[src/rtl/osc_monitor.sv]
// osc_monitor
//   Watches the single-bit oscillating output of the upstream FSM. It counts
//   every transition, measures the rising-to-rising period in clock cycles and
//   flags a stall when the signal stops toggling for STALL_LIMIT cycles.
//
// Ports
//   clk          in   system clock, all logic on the rising edge
//   rst          in   synchronous active-high reset
//   y_in         in   oscillating input, synchronous to clk
//   clr          in   synchronous soft clear, same effect as rst
//   edge_cnt     out  total edges seen (rise + fall), saturating
//   period       out  last measured rising-to-rising period, in cycles
//   period_valid out  period holds a measurement from the current run
//   stall        out  no edge for STALL_LIMIT cycles while active
//   state        out  0=IDLE, 1=FIRST, 2=LOCKED, 3=STALLED
module osc_monitor #(
    parameter int CNT_W       = 8,
    parameter int STALL_LIMIT = 16
) (
    input  logic             clk,
    input  logic             rst,
    input  logic             y_in,
    input  logic             clr,
    output logic [CNT_W-1:0] edge_cnt,
    output logic [CNT_W-1:0] period,
    output logic             period_valid,
    output logic             stall,
    output logic [1:0]       state
);

    typedef enum logic [1:0] {
        ST_IDLE    = 2'd0,
        ST_FIRST   = 2'd1,
        ST_LOCKED  = 2'd2,
        ST_STALLED = 2'd3
    } state_t;

    localparam logic [CNT_W-1:0] CNT_MAX    = '1;
    localparam logic [CNT_W-1:0] STALL_LIM  = CNT_W'(STALL_LIMIT);
    localparam logic [CNT_W-1:0] STALL_LAST = CNT_W'(STALL_LIMIT - 1);

    function automatic logic [CNT_W-1:0] sat_inc(input logic [CNT_W-1:0] v,
                                                 input logic [CNT_W-1:0] lim);
        return (v >= lim) ? lim : v + CNT_W'(1);
    endfunction

    state_t           state_q, state_d;
    logic             y_d_q, y_d_d;
    logic [CNT_W-1:0] edge_cnt_q, edge_cnt_d;
    logic [CNT_W-1:0] period_q, period_d;
    logic             period_valid_q, period_valid_d;
    logic             stall_q, stall_d;
    logic [CNT_W-1:0] run_cnt_q, run_cnt_d;
    logic [CNT_W-1:0] per_cnt_q, per_cnt_d;

    logic edge_w, rise_w, fall_w, stall_hit;

    always_comb begin
        edge_w    = y_in ^ y_d_q;
        rise_w    = y_in & ~y_d_q;
        fall_w    = ~y_in & y_d_q;
        // run_cnt_q still reads SL-1 in the SL-th quiet cycle, so the stall
        // registers one cycle later, after exactly STALL_LIMIT quiet cycles.
        stall_hit = !edge_w && (run_cnt_q == STALL_LAST);

        state_d        = state_q;
        y_d_d          = y_in;
        edge_cnt_d     = edge_cnt_q;
        period_d       = period_q;
        period_valid_d = period_valid_q;
        stall_d        = stall_q;
        run_cnt_d      = edge_w ? '0 : sat_inc(run_cnt_q, STALL_LIM);
        per_cnt_d      = '0;

        if (edge_w) begin
            edge_cnt_d = sat_inc(edge_cnt_q, CNT_MAX);
        end

        // A rise starts a new measurement: the rise cycle itself counts as 1.
        if (rise_w) begin
            per_cnt_d = CNT_W'(1);
        end else if (state_q == ST_FIRST || state_q == ST_LOCKED) begin
            per_cnt_d = sat_inc(per_cnt_q, CNT_MAX);
        end

        unique case (state_q)
            ST_IDLE: begin
                if (rise_w) state_d = ST_FIRST;
            end
            ST_FIRST, ST_LOCKED: begin
                if (rise_w) begin
                    state_d        = ST_LOCKED;
                    period_d       = per_cnt_q;
                    period_valid_d = 1'b1;
                end else if (stall_hit) begin
                    state_d        = ST_STALLED;
                    stall_d        = 1'b1;
                    period_valid_d = 1'b0;
                end
            end
            ST_STALLED: begin
                if (rise_w) begin
                    state_d = ST_FIRST;
                    stall_d = 1'b0;
                end else if (fall_w) begin
                    state_d = ST_IDLE;
                    stall_d = 1'b0;
                end
            end
            default: state_d = ST_IDLE;
        endcase
    end

    // Clear and reset also load y_d from y_in so the first cycle after
    // release never sees a spurious edge.
    always_ff @(posedge clk) begin
        if (rst || clr) begin
            state_q        <= ST_IDLE;
            y_d_q          <= y_in;
            edge_cnt_q     <= '0;
            period_q       <= '0;
            period_valid_q <= 1'b0;
            stall_q        <= 1'b0;
            run_cnt_q      <= '0;
            per_cnt_q      <= '0;
        end else begin
            state_q        <= state_d;
            y_d_q          <= y_d_d;
            edge_cnt_q     <= edge_cnt_d;
            period_q       <= period_d;
            period_valid_q <= period_valid_d;
            stall_q        <= stall_d;
            run_cnt_q      <= run_cnt_d;
            per_cnt_q      <= per_cnt_d;
        end
    end

    assign edge_cnt     = edge_cnt_q;
    assign period       = period_q;
    assign period_valid = period_valid_q;
    assign stall        = stall_q;
    assign state        = state_q;

endmodule
[config.mk]
export PLATFORM = sky130hd
export DESIGN_NAME = osc_monitor
export DESIGN_NICKNAME = d
export VERILOG_FILES = /design/src/rtl/osc_monitor.sv
export SDC_FILE = /design/constraint.sdc
export NUM_CORES = 1
export LEC_CHECK = 0
export CAP_MARGIN = 20
export CORE_ASPECT_RATIO = 1.25
export CORE_MARGIN = 2
export CORE_UTILIZATION = 45
export CTS_BUF_LIST = sky130_fd_sc_hd__clkbuf_4 sky130_fd_sc_hd__clkbuf_8
export DETAILED_ROUTE_END_ITERATION = 12
export GPL_ROUTABILITY_DRIVEN = 0
export GPL_TIMING_DRIVEN = 0
export PLACE_DENSITY = 0.68
export SLEW_MARGIN = 5
export SYNTH_ARGS = -nofsm -noshare
export SYNTH_HDL_FRONTEND = slang
export SYNTH_SLANG_ARGS = --single-unit
[constraint.sdc]
create_clock -name clk -period 2.3 [get_ports clk]
set_clock_uncertainty 0.1 [all_clocks]
set_input_delay 0.345 -clock clk [delete_from_list [all_inputs] [get_ports clk]]
set_output_delay 0.345 -clock clk [all_outputs]
set_load 0.02 [all_outputs]
# After elaboration in Yosys (flattened, before gate mapping)
# Index checks and enable logic that the tools add are counted.
[word_totals] ff_bits=37 latch_bits=0 ramBits=0 rom_bits=0 elab_cells=64 memories=0
[classes] n_addsub=3 mul=0 n_div=0 magnitude_cmp=3 n_eq_ne=9 shifts=0 muxes=18 n_bitwise=6 reduce_logical=15
[ops] op="$add 8x1->8 const B" n=3
[ops] op="$ge 8x8->1 const B" n=2
[ops] op="$mux 8" n=2
[ops] op="$mux 2" n=5
[ops] op="$eq 8x4->1 const B" n=1
[ops] op="$ge 8x5->1 const B" n=1
[ops] op="$mux 1" n=8
[ops] op="$ne 2x2->1 const B" n=3
[ops] op="$ne 3x3->1 const B" n=2
[ops] op="$pmux 2 s3" n=1
[ops] op="$reduce_or 3->1" n=2
[ops] op="$mux 5" n=1
[ops] op="$eq 2x2->1 const B" n=2
[ops] op="$reduce_and 2->1" n=2
[ops] op="$reduce_and 4->1" n=1
[ops] op="$reduce_bool 2->1" n=2
[ops] op="$reduce_or 2->1" n=2
[ops] op="$not 1->1" n=3
[ops] op="$reduce_and 3->1" n=1
[ops] op="$and 1x1->1" n=2
[ops] op="$eq 2x1->1 const B" n=1
[ops] op="$logic_not 2->1" n=1
[ops] op="$logic_or 1x1->1" n=2
[ops] op="$pmux 1 s2" n=1
[ops] op="other kinds (3)" n=3

# Logic depth before layout (Yosys ltp)
[depth] ltp_word=6 mapped_depth=7 depth_no_buf=5

# Worst setup path after synthesis
# Ideal clock, no wire load.
[synth_path] path_kind="reg-to-reg" from="register state_q[0], in the netlist state[0]" to="register period_valid_q, in the netlist period_valid" setup_time_ps=119 t_arrival_ps=1556 required_time_ps=2081 slack_ps=526 path_stages_with_launch=7 path_buffers=2 path_cell_list="dfxtp_1 -> inv_1 -> ha_1 -> buf_2 -> and2_1 -> buf_2 -> o221a_2"
[synth_between] elab_chain_cells=3 elab_cells_between_ends=4
[synth_rtl] element="start, declared" line="47" rtl="state_t state_q, state_d;"
[synth_rtl] element="start signal, assigned" line="127" rtl="state_q <= state_d;"
[synth_rtl] element="$eq 2x1->1 or $eq 2x2->1 (tied branches)" line="86" rtl="unique case (state_q)"
[synth_rtl] element="$reduce_or 2->1 *" line="86"
[synth_rtl] element="$reduce_and 2->1 (no line) *"
[synth_rtl] element="end signal, assigned" line="131" rtl="period_valid_q <= period_valid_d;"
[synth_rtl] element="end, declared" line="51" rtl="logic period_valid_q, period_valid_d;"
# Mark *: on every way between the ends. The rest lies on a longest branch, timed or not.
# A chain may end at the register's enable or synchronous reset.

# Final worst setup path
[layout_path] from="register edge_cnt_q[4], in the netlist edge_cnt[4]" to="output edge_cnt[4]"
[layout_lines] element="start, declared" line="49" rtl="logic [CNT_W-1:0] edge_cnt_q, edge_cnt_d;"
[layout_lines] element="start signal, assigned" line="129" rtl="edge_cnt_q <= edge_cnt_d;"
[layout_lines] element="end, declared" line="24" rtl="output logic [CNT_W-1:0] edge_cnt,"
# No word-level cell between the ends.

==> flow_summary.ini <==
[clock_network]
cts_sinks = 37
post_cts_buffers = 0
clk_latency_ns = 0.29
htreeDepth = 2
cts_tree = built
clk_path_buf_depth = 2
clk_pin_slew_ns = 0.07
ctsHoldBuffers = 0
cts_buffers = 5
cts_root_buffer = clkbuf_8
cts_resized = 0

[drt]
drc = 0
wire_per_inst_um = 13.0
ant_nets = 0
via_per_inst = 5.50
firstDrtPassIters = 4
dr.first_iter.drc_count = 37
vias = 1385
wirelength_um = 3280

[power_and_ir_drop]
internal_power_w = 0.00105
p_switching_w = 0.000267
combPwrFrac_pct = 5.3
power_density_nw_per_um2 = 642
leakagePower_nw = 0.751
ir_drop_mv = 0.526
p_clk_share_pct = 44.5
pwr-share-seq_pct = 50.1
p_sw_share_pct = 20.4

[global_routing]
use_met1_pct = 19.7
use_met3_pct = 5.60
busiest_layer = met2
grt_remaining_overflow = 0
grt_usage_pct = 18.1
grt_max_degree = 12
antenna_found_initial = 0
grt_pass1_wl_um = 5870
grt_pass1_vias = 1427
grt_use_met2_pct = 31.1

[logic_synthesis]
yosysSeqAreaShare_pct = 45.2
synthXorXnorAreaFrac_pct = 2.67
synth-simple-area-share_pct = 23.0
synth_top_family_by_area = simple AND/OR/NAND/NOR gates
synth_fa_ha_area_share_pct = 6.11
async_reset_ff_share_pct = 0
yosysWarnings = 0
synth_area_sq_um = 1640
avgSynthCellArea_sq_um = 9.11
synth_edf_count = 0
synth_compound_area_share_pct = 17.9
synth_mux_area_share_pct = 0
yosysUniqueCellTypes = 41
synthCells = 180
synth-seq-cells = 37
synth_flop_cell = dfxtp_1

[setup_path]
crit_fanout = 8
cp.arrival_ns = 1.48
path_cells = clkdlybuf4s50_1
rr_worst_depth = 6
critPathLaunch = edge_cnt[4]
worstSetupPathType = reg2out
required_ns = 1.86
ff2ff_setup_slack_ns = 0.51
r2r-end = state[0]
cp-endpoint = edge_cnt[4]
startpoint_type = register
slowest_delay_ns = 0.68
r2r-start = state[0]
worst_path_dominant_cell_family = buffers and inverters
cp.buffers_inverters = 1
cpMaxStageDelayCell = clkdlybuf4s50_1
crit_path_end_kind = output port
worst-path-stages = 1

[sta]
post-route-period-util_pct = 83.5
fmax_mhz = 520
final.min_clock_period_ns = 1.92
holdWs_ns = 0.358
final_hold_viol_count = 0
worstMarginPinSlew_ns = 0.567
setup_slack_ns = 0.378
finalSetupViolations = 0
finalSetupTns_ns = 0
maxSlewHeadroom_pct = 62.1
maxSlewViolCount = 0
rsz0062_at_grt = no

[finish]
layout_commonest_cell = dfxtp_1
area_growth_pct = 24.8
nNetsFinal = 224
final_cell_mix = dfxtp_1, nand2_1, clkdlybuf4s50_1, a21oi_1, nor2_1
diodes = 0
drive_gt1_share_pct = 8.92
final_cells = 252

[floorplanning]
die_x_um = 58.0
dieArea_sq_um = 4140
coreArea_sq_um = 3480
die_h_um = 71.5
row_count = 24
io_pins = 24
initial_core_util_pct = 47.1

[placement]
pre_cts_slack_ns = 0.108
portBuffers = 23
dp_hpwl_um = 2480
place_inst = 244

[hold_path]
hold_class = reg2reg
worstHoldStart = period[6]

[run_status]
status = complete, no violations

[flow_run]
drv_cap = 0
-- cells by family after synthesis --
| kind of cell | count (synthesis) |
|---|---|
| xor+xnor | 5 |
| fa+ha+maj | 8 |
| simple gates | 69 |
| other cells | 1 |
| compound gates | 43 |
| buf+inv | 17 |
| flops | 37 |
-- routing by layer --
layer,share of wire [%],vias up
li1,-,695
met1,43,652
met2,51,30
met3,3.7,8
met4,1.7,0
met5,0,-
-- final cells by class --
cell class	count	area (sq um)
fill	314	1440
multi-input combinational	128	825
sequential	37	741
timing repair buffer	23	230
clock buffer	7	90.1
tap	39	48.8
inverter	11	41.3
buffer	6	40.0
clock inverter	1	30.0
-- how the worst min path moves through the flow --
stage                     cells past startpoint  slack, ns           end
final                                         2       0.36     period[6]
after global routing                          2       0.38     period[1]
after CTS                                     2       0.36     period[6]
after detailed placement                      1       0.35  run_cnt_q[0]
after global placement                        2       0.35     period[7]
after floorplan                               0       0.27         y_d_q
-- cells in the mapped netlist (2+ instances only) --
cell type / count / share of area (%)
dfxtp_1: 37 / 45
nand2_1: 24 / 5.5
a21oi_1: 15 / 4.6
nor2_1: 12 / 2.7
inv_1: 11 / 2.5
ha_1: 8 / 6.1
nand3_1: 8 / 2.4
o21ai_0: 8 / 2.4
a31oi_1: 7 / 2.7
nand4_1: 4 / 1.5
xor2_1: 4 / 2.1
a211oi_1: 3 / 1.4
nor3_1: 3 / 0.92
and3_1: 2 / 0.76
and4_1: 2 / 1.1
buf_2: 2 / 0.61
buf_6: 2 / 1.4
clkbuf_1: 2 / 0.46
nand2b_1: 2 / 0.76
nor3b_1: 2 / 0.92
or3_1: 2 / 0.76
-- stage by stage --
| step | util [%] | total power (W) | cell area (sq um) |
|---|---|---|---|
| floorplan | - | 0.000718 | 1650 |
| global placement | 55.3 | 0.000738 | 1930 |
| detailed placement | 55.3 | 0.000742 | 1930 |
| CTS | 58.7 | 0.00133 | 2050 |
| global route | 58.7 | 0.00136 | 2050 |
| finish | 58.7 | 0.00131 | 2050 |
-- sequential cells by signal, indices dropped and copies added (netlist names) --
name          flops
edge_cnt          8
per_cnt_q         8
period            8
run_cnt_q         8
state             2
period_valid      1
stall             1
y_d_q             1
-- power by group through the flow --
stage,Combinational (W),Clock (W),Sequential [W]
after floorplan,0.0000428,0,0.000675
after global placement,0.0000657,0,0.000672
after detailed placement,0.0000693,0,0.000673
after CTS,0.0000695,0.000599,0.000658
after global routing,0.0000774,0.000625,0.000659
final,0.0000699,0.000584,0.000658
No activity file was read; power rests on OpenSTA's default activity.
